===== src/rtl/scan_decoder_pkg.sv =====
// Shared definitions for the scan decoder: FSM state encoding, mode
// constants and a constant-width helper.
package scan_decoder_pkg;

    // FSM state encoding.
    typedef enum logic [1:0] {
        StIdle   = 2'd0,
        StDirect = 2'd1,
        StScan   = 2'd2
    } state_e;

    // Values of the mode input.
    localparam logic ModeDirect = 1'b0;
    localparam logic ModeScan   = 1'b1;

    // Smallest r with 2**r >= v; used to size counters at elaboration time.
    function automatic int unsigned clog2(input int unsigned v);
        int unsigned r;
        r = 0;
        for (int i = 0; i < 32; i++) begin
            if ((64'd1 << i) < 64'(v)) begin
                r = i + 1;
            end
        end
        return r;
    endfunction

endpackage


===== src/rtl/scan_decoder_dwell_counter.sv =====
// Dwell counter for the scan decoder: counts enabled scan cycles and
// flags the cycle on which the current output has been held long enough.
module scan_decoder_dwell_counter
    import scan_decoder_pkg::*;
#(
    parameter int unsigned DWELL = 4
) (
    input  logic clk_i,
    input  logic rst_i,
    input  logic clr_i,
    input  logic inc_i,
    output logic tc_o
);

    // Wide enough to hold the value DWELL itself.
    localparam int unsigned CntW = (clog2(DWELL + 1) < 1) ? 1 : clog2(DWELL + 1);

    logic [CntW-1:0] cnt_q, cnt_d;
    logic            at_end;

    assign at_end = (cnt_q == CntW'(DWELL - 1));
    assign tc_o   = inc_i && at_end;

    // Next count: clear on scan entry, otherwise step and roll over at DWELL-1.
    always_comb begin
        cnt_d = cnt_q;
        if (clr_i) begin
            cnt_d = '0;
        end else if (inc_i) begin
            cnt_d = at_end ? '0 : cnt_q + CntW'(1);
        end
    end

    // Count register with synchronous reset.
    always_ff @(posedge clk_i) begin
        if (rst_i) begin
            cnt_q <= '0;
        end else begin
            cnt_q <= cnt_d;
        end
    end

endmodule


===== src/rtl/scan_decoder.sv =====
// Registered binary-to-one-hot decoder with output enable, load/ready
// handshake and an auto-scan mode for multiplexed display strobes.
module scan_decoder
    import scan_decoder_pkg::*;
#(
    parameter int unsigned SEL_W = 2,
    parameter int unsigned DWELL = 4
) (
    input  logic                  clk_i,
    input  logic                  rst_i,
    input  logic                  en_i,
    input  logic                  mode_i,
    input  logic [SEL_W-1:0]      sel_i,
    input  logic                  load_i,
    output logic                  ready_o,
    output logic [(1<<SEL_W)-1:0] out_o,
    output logic [SEL_W-1:0]      idx_o,
    output logic                  wrap_o
);

    localparam int unsigned NOut = 1 << SEL_W;

    state_e            state_q;
    logic [SEL_W-1:0]  idx_q;
    logic [NOut-1:0]   out_q;
    logic              wrap_q;

    logic              ready;
    logic              cnt_clr, cnt_inc, cnt_tc;
    logic [SEL_W-1:0]  idx_next;

    function automatic logic [NOut-1:0] onehot(input logic [SEL_W-1:0] i);
        return NOut'(1) << i;
    endfunction

    // A load is only accepted while enabled and in direct mode; it is never queued.
    assign ready    = en_i && (mode_i == ModeDirect);
    assign idx_next = idx_q + SEL_W'(1);

    // The counter clears on the scan entry edge and counts every enabled scan cycle.
    assign cnt_clr = en_i && (mode_i == ModeScan) && (state_q != StScan);
    assign cnt_inc = en_i && (mode_i == ModeScan) && (state_q == StScan);

    scan_decoder_dwell_counter #(
        .DWELL(DWELL)
    ) u_dwell (
        .clk_i(clk_i),
        .rst_i(rst_i),
        .clr_i(cnt_clr),
        .inc_i(cnt_inc),
        .tc_o (cnt_tc)
    );

    // FSM, held index, registered one-hot output and wrap pulse.
    always_ff @(posedge clk_i) begin
        if (rst_i) begin
            state_q <= StIdle;
            idx_q   <= '0;
            out_q   <= '0;
            wrap_q  <= 1'b0;
        end else if (!en_i) begin
            // Blank the outputs but keep state, index and count frozen.
            out_q  <= '0;
            wrap_q <= 1'b0;
        end else begin
            wrap_q <= 1'b0;
            case (state_q)
                StIdle, StDirect: begin
                    if (mode_i == ModeScan) begin
                        state_q <= StScan;
                        out_q   <= onehot(idx_q);
                    end else if (load_i && ready) begin
                        state_q <= StDirect;
                        idx_q   <= sel_i;
                        out_q   <= onehot(sel_i);
                    end else if (state_q == StDirect) begin
                        out_q <= onehot(idx_q);
                    end else begin
                        out_q <= '0;
                    end
                end
                StScan: begin
                    if (mode_i == ModeDirect) begin
                        // Leaving scan keeps the index; a load this cycle is accepted.
                        state_q <= StDirect;
                        if (load_i && ready) begin
                            idx_q <= sel_i;
                            out_q <= onehot(sel_i);
                        end else begin
                            out_q <= onehot(idx_q);
                        end
                    end else if (cnt_tc) begin
                        idx_q  <= idx_next;
                        out_q  <= onehot(idx_next);
                        wrap_q <= &idx_q;
                    end else begin
                        out_q <= onehot(idx_q);
                    end
                end
                default: begin
                    state_q <= StIdle;
                    out_q   <= '0;
                end
            endcase
        end
    end

    assign ready_o = ready;
    assign out_o   = out_q;
    assign idx_o   = idx_q;
    assign wrap_o  = wrap_q;

    // The output is never multi-hot.
    out_onehot_a: assert property (@(posedge clk_i) $onehot0(out_q));

endmodule

===== config.mk =====
export PLATFORM = sky130hd
export DESIGN_NAME = scan_decoder
export DESIGN_NICKNAME = d
export VERILOG_FILES = /design/src/rtl/scan_decoder_pkg.sv /design/src/rtl/scan_decoder_dwell_counter.sv /design/src/rtl/scan_decoder.sv
export SDC_FILE = /design/constraint.sdc
export NUM_CORES = 1
export LEC_CHECK = 0
export BUFFER_PORTS_ARGS = -buffer_cell sky130_fd_sc_hd__buf_2
export CORE_ASPECT_RATIO = 0.5
export CORE_MARGIN = 1.5
export CORE_UTILIZATION = 29
export DETAILED_ROUTE_END_ITERATION = 7
export GPL_ROUTABILITY_DRIVEN = 0
export PLACE_DENSITY = 0.52
export SETUP_SLACK_MARGIN = 0.05
export SLEW_MARGIN = 5
export SYNTH_ARGS = -nofsm -noshare
export SYNTH_HDL_FRONTEND = slang
export SYNTH_SLANG_ARGS = --single-unit

===== constraint.sdc =====
create_clock -name clk_i -period 1.34 [get_ports clk_i]
set_input_delay 0.201 -clock clk_i [delete_from_list [all_inputs] [get_ports clk_i]]
set_output_delay 0.201 -clock clk_i [all_outputs]
set_load 0.05 [all_outputs]

==> metrics.cfg, run 1 <==
[synth]
synth_edf_count = 0
syn_nets = 104
syn_inst = 92
ys_warn_count = 0
synth_cell_type_count = 31
async_flop_share = 0
synth_area_leaders = dfxtp_1, ha_1, mux2i_1
ys.flop_type = dfxtp_1
synth_top_area_share = 0.302
synth_seq_cells = 12
synth_top_area_cell = dfxtp_1
syn_area_per_cell_sq_um = 8.64
yosysSeqAreaShare = 0.302
syn_area_sq_um = 795

[finish]
layoutNonFillerInstCount = 155
fillCellCount = 269
syn2layout_area_growth_pct = 43.6
layout_common_cells = buf_2, buf_4, nor2_1, dfxtp_2, dfxtp_1
seqCellArea_sq_um = 248
multiInputGateArea_sq_um = 569
diodes = 0
post-route-util = 0.438
layout.nets = 131
layout_commonest_cell = buf_2
post_route_cells_drive_above_1_share = 0.432

[pwr]
ir_drop_uv = 416
p_leak_uw = 0.000449
power_density_nw_per_um2 = 858

[timing]
fin_skew_ns = 0.00187
finalCriticalPeriod_ns = 1.36
hold_ws_ns = 0.315
fin_crit_sh = 1.02
slew_headroom = 0.793
final_max_slew_viol_count = 0
finalHoldViolCount = 0
rsz0062_at_grt = true
fmax_mhz = 735
fin_ws_ns = -0.0209
finalSetupViolations = 1
worst_pin_slew_ns = 0.308

[global_routing]
overflow = 0
grt_pass1_wl_um = 3270
grt_pass1_vias = 687
grt_max_degree = 18
antenna_found_initial = 0
grt.total_usage = 0.144

[route]
wirelength_um = 2070
drc_errors = 0
vias = 795
postRouteAntennaNets = 0
viasPerCell = 5.13
drtIter0Drc = 68
dr.pass1.iters = 4
post_drt_wl_per_cell_um = 13.3

[run]
drv_cap = 0

[critical_path]
startpoint_type = flop
rr_endpoint = idx_o[0]
r2r-start = u_dwell.cnt_q[0]
rr_worst_depth = 6
cp_max_fo = 4
required_ns = 1.48
critPathArrivalTime_ns = 1.50
end_kind = flop
reg2reg_setup_slack_ns = -0.02
worstSetupPathType = reg -> reg

[clocking]
tritoncts = built
clock_path_buffers = 2
htree_levels = 1
cts.sinks = 12
clock_latency_ns = 0.24
cts-root-buf = clkbuf_8
cts_made_buffers = 3
path_clk_slew_ns = 0.05

[placed_design]
post-place-ws_ns = -0.0798
place.port_buffers = 14
placedCellCount = 150
hpwl_um = 1500

[hold_path]
hold_path.class = in -> reg
hold_depth = 3
hold_start = rst_i
hold_end = u_dwell.cnt_q[1]

[die]
fp.dieW_um = 77.0
die-height_um = 40.0
ioPinCount = 15
core_sq_um = 2600
start_util = 0.305
rows = 13
dieArea_sq_um = 3080

[run_status]
violations = negative setup slack
outcome = complete, but fails checks

[per-layer routing]
layer / vias up / track usage / part of all wire / routed length (um)
met3: 2 / 0.0409 / 0.037 / 76
met1: 377 / 0.194 / 0.53 / 1100
li1: 399 / - / - / -
met4: 0 / 0.0545 / 0.0019 / 4
met2: 17 / 0.223 / 0.43 / 888
met5: - / 0 / 0 / 0
[how the worst max path moves through the flow]
stage | startpoint | end | slack, ns | cells past startpoint
floorplan | state_q[1] | out_o[1] | -0.05 | 5
global placement | u_dwell.cnt_q[1] | idx_o[0] | -0.12 | 6
detailed placement | u_dwell.cnt_q[1] | idx_o[0] | -0.08 | 6
CTS | u_dwell.cnt_q[0] | idx_o[0] | -0.01 | 6
global route | u_dwell.cnt_q[0] | idx_o[0] | -0.1 | 6
finish | u_dwell.cnt_q[0] | idx_o[0] | -0.02 | 6
[registers in the layout, indices dropped and copies added, names as in the netlist]
signal and cells:
out_o 4, u_dwell.cnt_q 3, idx_o 2, state_q 2
wrap_o 1
[cells by family after synthesis]
group,count (synthesis),share of synthesized area
buffers and inverters,10,0.0520
AND/OR/NAND/NOR,31,0.241
adder cells (fa/ha/maj),5,0.0787
flip-flops,12,0.302
multiplexers,4,0.0504
AO/OA/AOI/OAI,30,0.276
[per-stage QoR]
step	total power (uW)	setup TNS, ns	instance area, sq um
floorplan	502	-0.119	821
global placement	573	-0.140	1030
detailed placement	571	-0.140	1030
CTS	981	-0.0162	1100
global route	1030	-0.407	1140
finish	979	-0.0209	1140
[layout make-up]
cell class / count / share of cell area
repair buffers: 27 / 0.179
clock buffers: 4 / 0.0482
inverters: 5 / 0.0164
multi-input cells: 70 / 0.499
flip-flops and latches: 12 / 0.217
well taps: 37 / 0.0406
[repair_timing]
item | in CTS | in global routing
setup buffers | 1 | 0
hold endpoints to repair | 0 | 0
hold buffers | 0 | 0
setup endpoints to repair | 7 | 9
pin swaps | 5 | 2
gates resized for setup | 3 | 8
[worst max-delay path, cell delays in order, from the launching register on]
cell	delay [ns]
dfxtp_2	0.35
ha_4	0.15
nand3b_1	0.09
a221oi_2	0.22
buf_4	0.18
a21oi_2	0.06
a311oi_2	0.21
[synth_stat cells (3+ instances only)]
cell type,count
dfxtp_1,12
a21o_1,3
a22oi_1,3
mux2i_1,4
nor2_1,7
ha_1,5
a21oi_1,5
nor3_1,6
inv_1,5
o32ai_1,4
nand2b_1,4
a211oi_1,5
nand2_1,4
[power by group]
group | switching [uW] | total, uW | internal [uW]
Clock | 145 | 405 | 260
Sequential | 9.32 | 377 | 368
Combinational | 117 | 197 | 80.3
(Power assumes the default switching activity.)
==> run 2: changes to the inputs <==
SKIP_CTS_REPAIR_TIMING = 1   (was not set)
==> run 2 against run 1 <==
Effect of this change:
- sequential share of layout area up 0.34 points
- cell area down 1.5%
- combinational power about the same
- sequential power about the same
- flip-flop and latch count unchanged
- worst hold slack worse by 0.0047 ns
- clock skew about the same
- clock power about the same
- critical endpoint unchanged
- the flow now finishes without violations
- highest routed layer unchanged
- maximum frequency up 1.6%
==> metrics.cfg, run 2 (synthesized netlist as in run 1, its figures left out) <==
[run_status]
outcome = finished clean

[placed_design]
post-place-ws_ns = -0.0798  ; unchanged
placed_cell_area_sq_um = 1030  ; unchanged
place.port_buffers = 14  ; unchanged
hpwl_um = 1500  ; unchanged
placedCellCount = 150  ; unchanged

[finish]
syn2layout_area_growth_pct = 41.4
layoutNonFillerInstCount = 155  ; unchanged
layout.nets = 131  ; unchanged
largest_register_ff_count = 4  ; unchanged
post_route_cells_drive_above_1_share = 0.415  ; -0.0169
multiInputGateArea_sq_um = 559  ; -1.8%
seqCellArea_sq_um = 248  ; unchanged
diodes = 0  ; unchanged
layout_commonest_cell = buf_2
fillCellCount = 275  ; +2.2%
layout_common_cells = buf_2, buf_4
stdcell_area_sq_um = 1120  ; -1.5%

[timing]
final_max_slew_viol_count = 0  ; unchanged
hold_ws_ns = 0.310  ; -0.00467 ns
finalCriticalPeriod_ns = 1.34  ; -0.0216 ns
worst_pin_slew_ns = 0.313  ; +0.00444 ns
finalHoldViolCount = 0  ; unchanged
finalSetupViolations = 0  ; -1
fmax_mhz = 747  ; +1.6%
fin_ws_ns = 0.000736  ; +0.0216 ns
fin_skew_ns = 0.00201  ; +0.000139 ns
slew_headroom = 0.790  ; -0.00281
fin_crit_sh = 0.999  ; -0.0161
rsz0062_at_grt = true

[die]
fp.dieW_um = 77.0  ; unchanged
core_sq_um = 2600  ; unchanged
dieArea_sq_um = 3080  ; unchanged
ioPinCount = 15  ; unchanged
rows = 13  ; unchanged
die-height_um = 40.0  ; unchanged
start_util = 0.305  ; unchanged

[pwr]
pwr-share-comb = 0.201  ; about the same
p_sw_uw = 269  ; -0.76%
clkPwrFrac = 0.413  ; about the same
power_density_nw_per_um2 = 871  ; +1.5%
netSwitchingFraction = 0.275  ; -0.00197
power_frac_seq = 0.386  ; about the same
ir_drop_uv = 422  ; +1.4%
p_leak_uw = 0.000448  ; -0.24%
internal_power_uw = 710  ; +0.22%

[critical_path]
startpoint_type = flop
end_kind = flop
critPathSlowestCell = dfxtp_2
reg2reg_setup_slack_ns = 0.0007  ; +0.02 ns
cp_slowest_stage_delay_ns = 0.35  ; about the same
crit_chain = ha_4 -> nand3b_1 -> a221oi_2 -> buf_4 -> a21oi_2 -> a311oi_2
worstSetupPathType = reg -> reg
cp_max_fo = 4  ; unchanged
critPathBufInv = 1  ; unchanged
required_ns = 1.48  ; about the same
critPathArrivalTime_ns = 1.48  ; -0.02 ns
path_delay_family = compound AO/OA/AOI/OAI gates

[global_routing]
grt_pass1_wl_um = 3240  ; -1.0%
grt.total_usage = 0.142  ; -0.00157
antenna_found_initial = 0  ; unchanged
grt_max_degree = 18  ; unchanged
grt_pass1_vias = 684  ; -0.44%
overflow = 0  ; unchanged

[run]
drv_cap = 0  ; unchanged

[clocking]
cts_made_buffers = 3  ; unchanged
cts-root-buf = clkbuf_8
cts.sinks = 12  ; unchanged
tritoncts = built
clock_latency_ns = 0.24  ; about the same
htree_levels = 1  ; unchanged
path_clk_slew_ns = 0.06  ; about the same
clock_path_buffers = 2  ; unchanged

[route]
vias = 785  ; -1.3%
drtIter0Drc = 44  ; -35%
post_drt_wl_per_cell_um = 12.7  ; -4.8%
wirelength_um = 1970  ; -4.8%
postRouteAntennaNets = 0  ; unchanged
dr.pass1.iters = 4  ; unchanged
drc_errors = 0  ; unchanged
viasPerCell = 5.06  ; -1.3%

[hold_path]
hold_path.class = in -> reg

[run 2: cell count changes in the layout (fill, tap and decap cells not counted)]
cell and delta:
nor3_2 -2, nor3_1 +2, buf_4 +2, buf_6 -2
[run 2: power by group through the flow]
stage                     Clock [uW]  Sequential (uW)  Combinational, uW
after floorplan                    0              402                100
after global placement             0              384                189
after detailed placement           0              384                186
after CTS                        414              377                187
after global routing             436              378                216
final                            404              377                197
[run 2: worst min-delay path, stage by stage]
cell,delay (ns)
buf_2,0.09
buf_4,0.16
a211oi_2,0.05
[run 2: through the flow]
step | util | total power [uW] | TNS [ns]
6_report | 0.432 | 979 | 0
5_1_grt | 0.432 | 1030 | -0.305
4_1_cts | 0.415 | 978 | -0.214
3_5_place_dp | 0.394 | 571 | -0.140
3_3_place_gp | 0.394 | 573 | -0.140
2_1_floorplan | - | 502 | -0.119
[run 2: cell type report]
type	instances	area share
clock buffers	4	0.0490
repair buffers	27	0.175
multi-input cells	70	0.498
flip-flops and latches	12	0.220
well taps	37	0.0412
inverters	5	0.0167
[run 2: metal layers]
layer	share of wire	vias to the layer above	global-route usage
met3	0.055	2	0.0409
met1	0.52	357	0.191
met4	0.0051	0	0.0545
li1	-	402	-
met5	0	-	0
met2	0.42	24	0.221
[run 2: worst paths after layout]
check / start / endpoint / cells after the start
worst max-delay path: u_dwell.cnt_q[0] / idx_o[0] / 6
worst min-delay path: rst_i / idx_o[1] / 3
worst max register to register: u_dwell.cnt_q[0] / idx_o[0] / 6
worst min register to register: idx_o[1] / idx_o[1] / 2
==> run 3: changes to the inputs <==
ABC_AREA = 1   (was not set)
SYNTH_HIERARCHICAL = 1   (was not set)
==> run 3 against run 2 <==
Effect of this change:
- clock power barely moved
- clock-buffer cell count unchanged
- maximum frequency rose by 1.9%
- via count fell by 4.7%
- non-clock buffer count shrank 6
- die area grew 0.61%
- largest power group unchanged
- highest routed layer unchanged
==> metrics.cfg, run 3 <==
[route]
viasPerCell = 4.30  ; -15%
post_drt_wl_per_cell_um = 10.5  ; -17%
dr.pass1.iters = 4  ; unchanged
postRouteAntennaNets = 0  ; unchanged
drc_errors = 0  ; unchanged
drtIter0Drc = 35  ; -20%
wirelength_um = 1830  ; -6.9%
vias = 748  ; -4.7%

[hold_path]
hold_path.class = in -> reg

[die]
rows = 13  ; unchanged
core_sq_um = 2600  ; unchanged
die-height_um = 40.1  ; +0.30%
start_util = 0.307  ; +0.00192
dieArea_sq_um = 3100  ; +0.61%
ioPinCount = 15  ; unchanged
fp.dieW_um = 77.3  ; +0.31%

[finish]
largest_register_ff_count = 4  ; unchanged
layout_commonest_cell = nand2_1
multiInputGateArea_sq_um = 500  ; -11%
syn2layout_area_growth_pct = 31.6
layoutNonFillerInstCount = 174  ; +12%
fillCellCount = 274  ; -0.36%
diodes = 0  ; unchanged
layout.nets = 150  ; +15%
seqCellArea_sq_um = 249  ; +0.50%
post-route-util = 0.404  ; -0.0274
post_route_cells_drive_above_1_share = 0.431  ; +0.0154
stdcell_area_sq_um = 1050  ; -6.3%
layout_common_cells = nand2_1, nor2_1, buf_2

[timing]
tns_ns = 0  ; unchanged
fmax_mhz = 761  ; +1.9%
final_max_slew_viol_count = 0  ; unchanged
finalCriticalPeriod_ns = 1.31  ; -0.0250 ns
finalSetupViolations = 0  ; unchanged
fin_crit_sh = 0.981  ; -0.0186
fin_skew_ns = 0.00392  ; +0.00191 ns
hold_ws_ns = 0.170  ; -0.140 ns
worst_pin_slew_ns = 0.248  ; -0.0650 ns
slew_headroom = 0.833  ; +0.0435
rsz0062_at_grt = true
finalHoldViolCount = 0  ; unchanged

[synth]
synth_top_area_cell = dfxtp_1
synth_cell_type_count = 25  ; -19%
yosysSeqAreaShare = 0.300  ; -0.00189
async_flop_share = 0  ; unchanged
syn_area_sq_um = 800  ; +0.63%
syn_nets = 125  ; +20%
synth_edf_count = 0  ; unchanged
synthTopCellsByCount = nand2_1, nor2_1, inv_1
syn_inst = 113  ; +23%
ys.flop_type = dfxtp_1
synth_seq_cells = 12  ; unchanged
syn_area_per_cell_sq_um = 7.08  ; -18%
ys_warn_count = 6  ; +6
synth_area_leaders = dfxtp_1, nand2_1, nor2_1
synth_top_area_share = 0.300  ; -0.00189

[clocking]
clock_path_buffers = 2  ; unchanged
htree_levels = 1  ; unchanged
cts-root-buf = clkbuf_8
tritoncts = built
cts.sinks = 12  ; unchanged
clock_latency_ns = 0.24  ; about the same
path_clk_slew_ns = 0.06  ; about the same
cts_made_buffers = 3  ; unchanged

[critical_path]
end_kind = flop
critPathArrivalTime_ns = 1.49  ; about the same
required_ns = 1.51  ; +0.03 ns
cp_max_fo = 5  ; +1
worstSetupPathType = reg -> reg
startpoint_type = flop

[global_routing]
grt_pass1_wl_um = 2920  ; -9.8%
antenna_found_initial = 0  ; unchanged
grt_pass1_vias = 650  ; -5.0%
grt_max_degree = 9  ; -9
grt.total_usage = 0.132  ; -0.00999
overflow = 0  ; unchanged

[placed_design]
placedCellCount = 168  ; +12%
placed_cell_area_sq_um = 965  ; -6.0%
place.port_buffers = 14  ; unchanged
hpwl_um = 1440  ; -4.0%

[run_status]
outcome = finished clean

[pwr]
p_leak_uw = 0.000487  ; +8.8%
ir_drop_uv = 289  ; -32%
power_density_nw_per_um2 = 940  ; +7.9%

[run]
drv_cap = 0  ; unchanged

## run 3: cell count changes after synthesis, sizes merged, moves of 3 or more
cell | previous run | this run
inv | 5 | 19
nand2b | 5 | 0
o32ai | 4 | 0
nor2 | 7 | 19
a211oi | 5 | 0
a21o | 3 | 0
mux2i | 4 | 0
a21oi | 5 | 8
nand2 | 4 | 25
o21ai | 1 | 7
nand3 | 0 | 5
## run 3: logic make-up after synthesis
family,count (synthesis),share of synthesized area
compound gates,19,0.156
simple gates,57,0.352
flops,12,0.300
buf+inv,20,0.113
fa+ha+maj,5,0.0782
## run 3: cell type report
| type | instances | share of cell area |
|---|---|---|
| clock buffers | 4 | 0.0523 |
| inverters | 19 | 0.0749 |
| multi-input cells | 81 | 0.476 |
| flip-flops and latches | 12 | 0.237 |
| well taps | 37 | 0.0440 |
| repair buffers | 21 | 0.117 |
## run 3: routing by layer
layer / track usage / vias to the layer above / wire length [um]
li1: - / 412 / -
met5: 0 / - / 0
met2: 0.208 / 9 / 743
met1: 0.175 / 325 / 1040
met3: 0.0364 / 2 / 42
met4: 0.0545 / 0 / 8
## run 3: stage by stage
step | setup WS (ns) | total power, uW
after global placement | 0.00769 | 587
final | 0.0257 | 989
after global routing | -0.0736 | 1050
after CTS | 0.0118 | 996
after floorplan | 0.0588 | 529
after detailed placement | 0.0517 | 585
## run 3: worst paths after layout
path / slack [ns] / start / to / cells past startpoint
setup / recovery: 0.03 / state_q[1] / idx_o[1] / 10
hold / removal: 0.17 / rst_i / idx_o[1] / 2
setup reg to reg: 0.03 / state_q[1] / idx_o[1] / 10
hold reg to reg: 0.50 / u_dwell/cnt_q[2] / u_dwell/cnt_q[2] / 1
## run 3: power by group
part | leakage (uW) | total [uW] | switching, uW | internal [uW]
registers | 0.000100 | 381 | 11.0 | 370
clock network | 0.0000288 | 407 | 147 | 260
logic | 0.000358 | 201 | 132 | 68.3
## run 3: critical path, stage by stage, from the launching register on
cell	delay, ns
dfxtp_4	0.38
nand2_4	0.06
nor2_4	0.10
nand3_2	0.08
inv_2	0.09
inv_2	0.05
nand2_2	0.05
nor2_2	0.04
nor2_2	0.13
nand3_1	0.09
a21oi_1	0.15
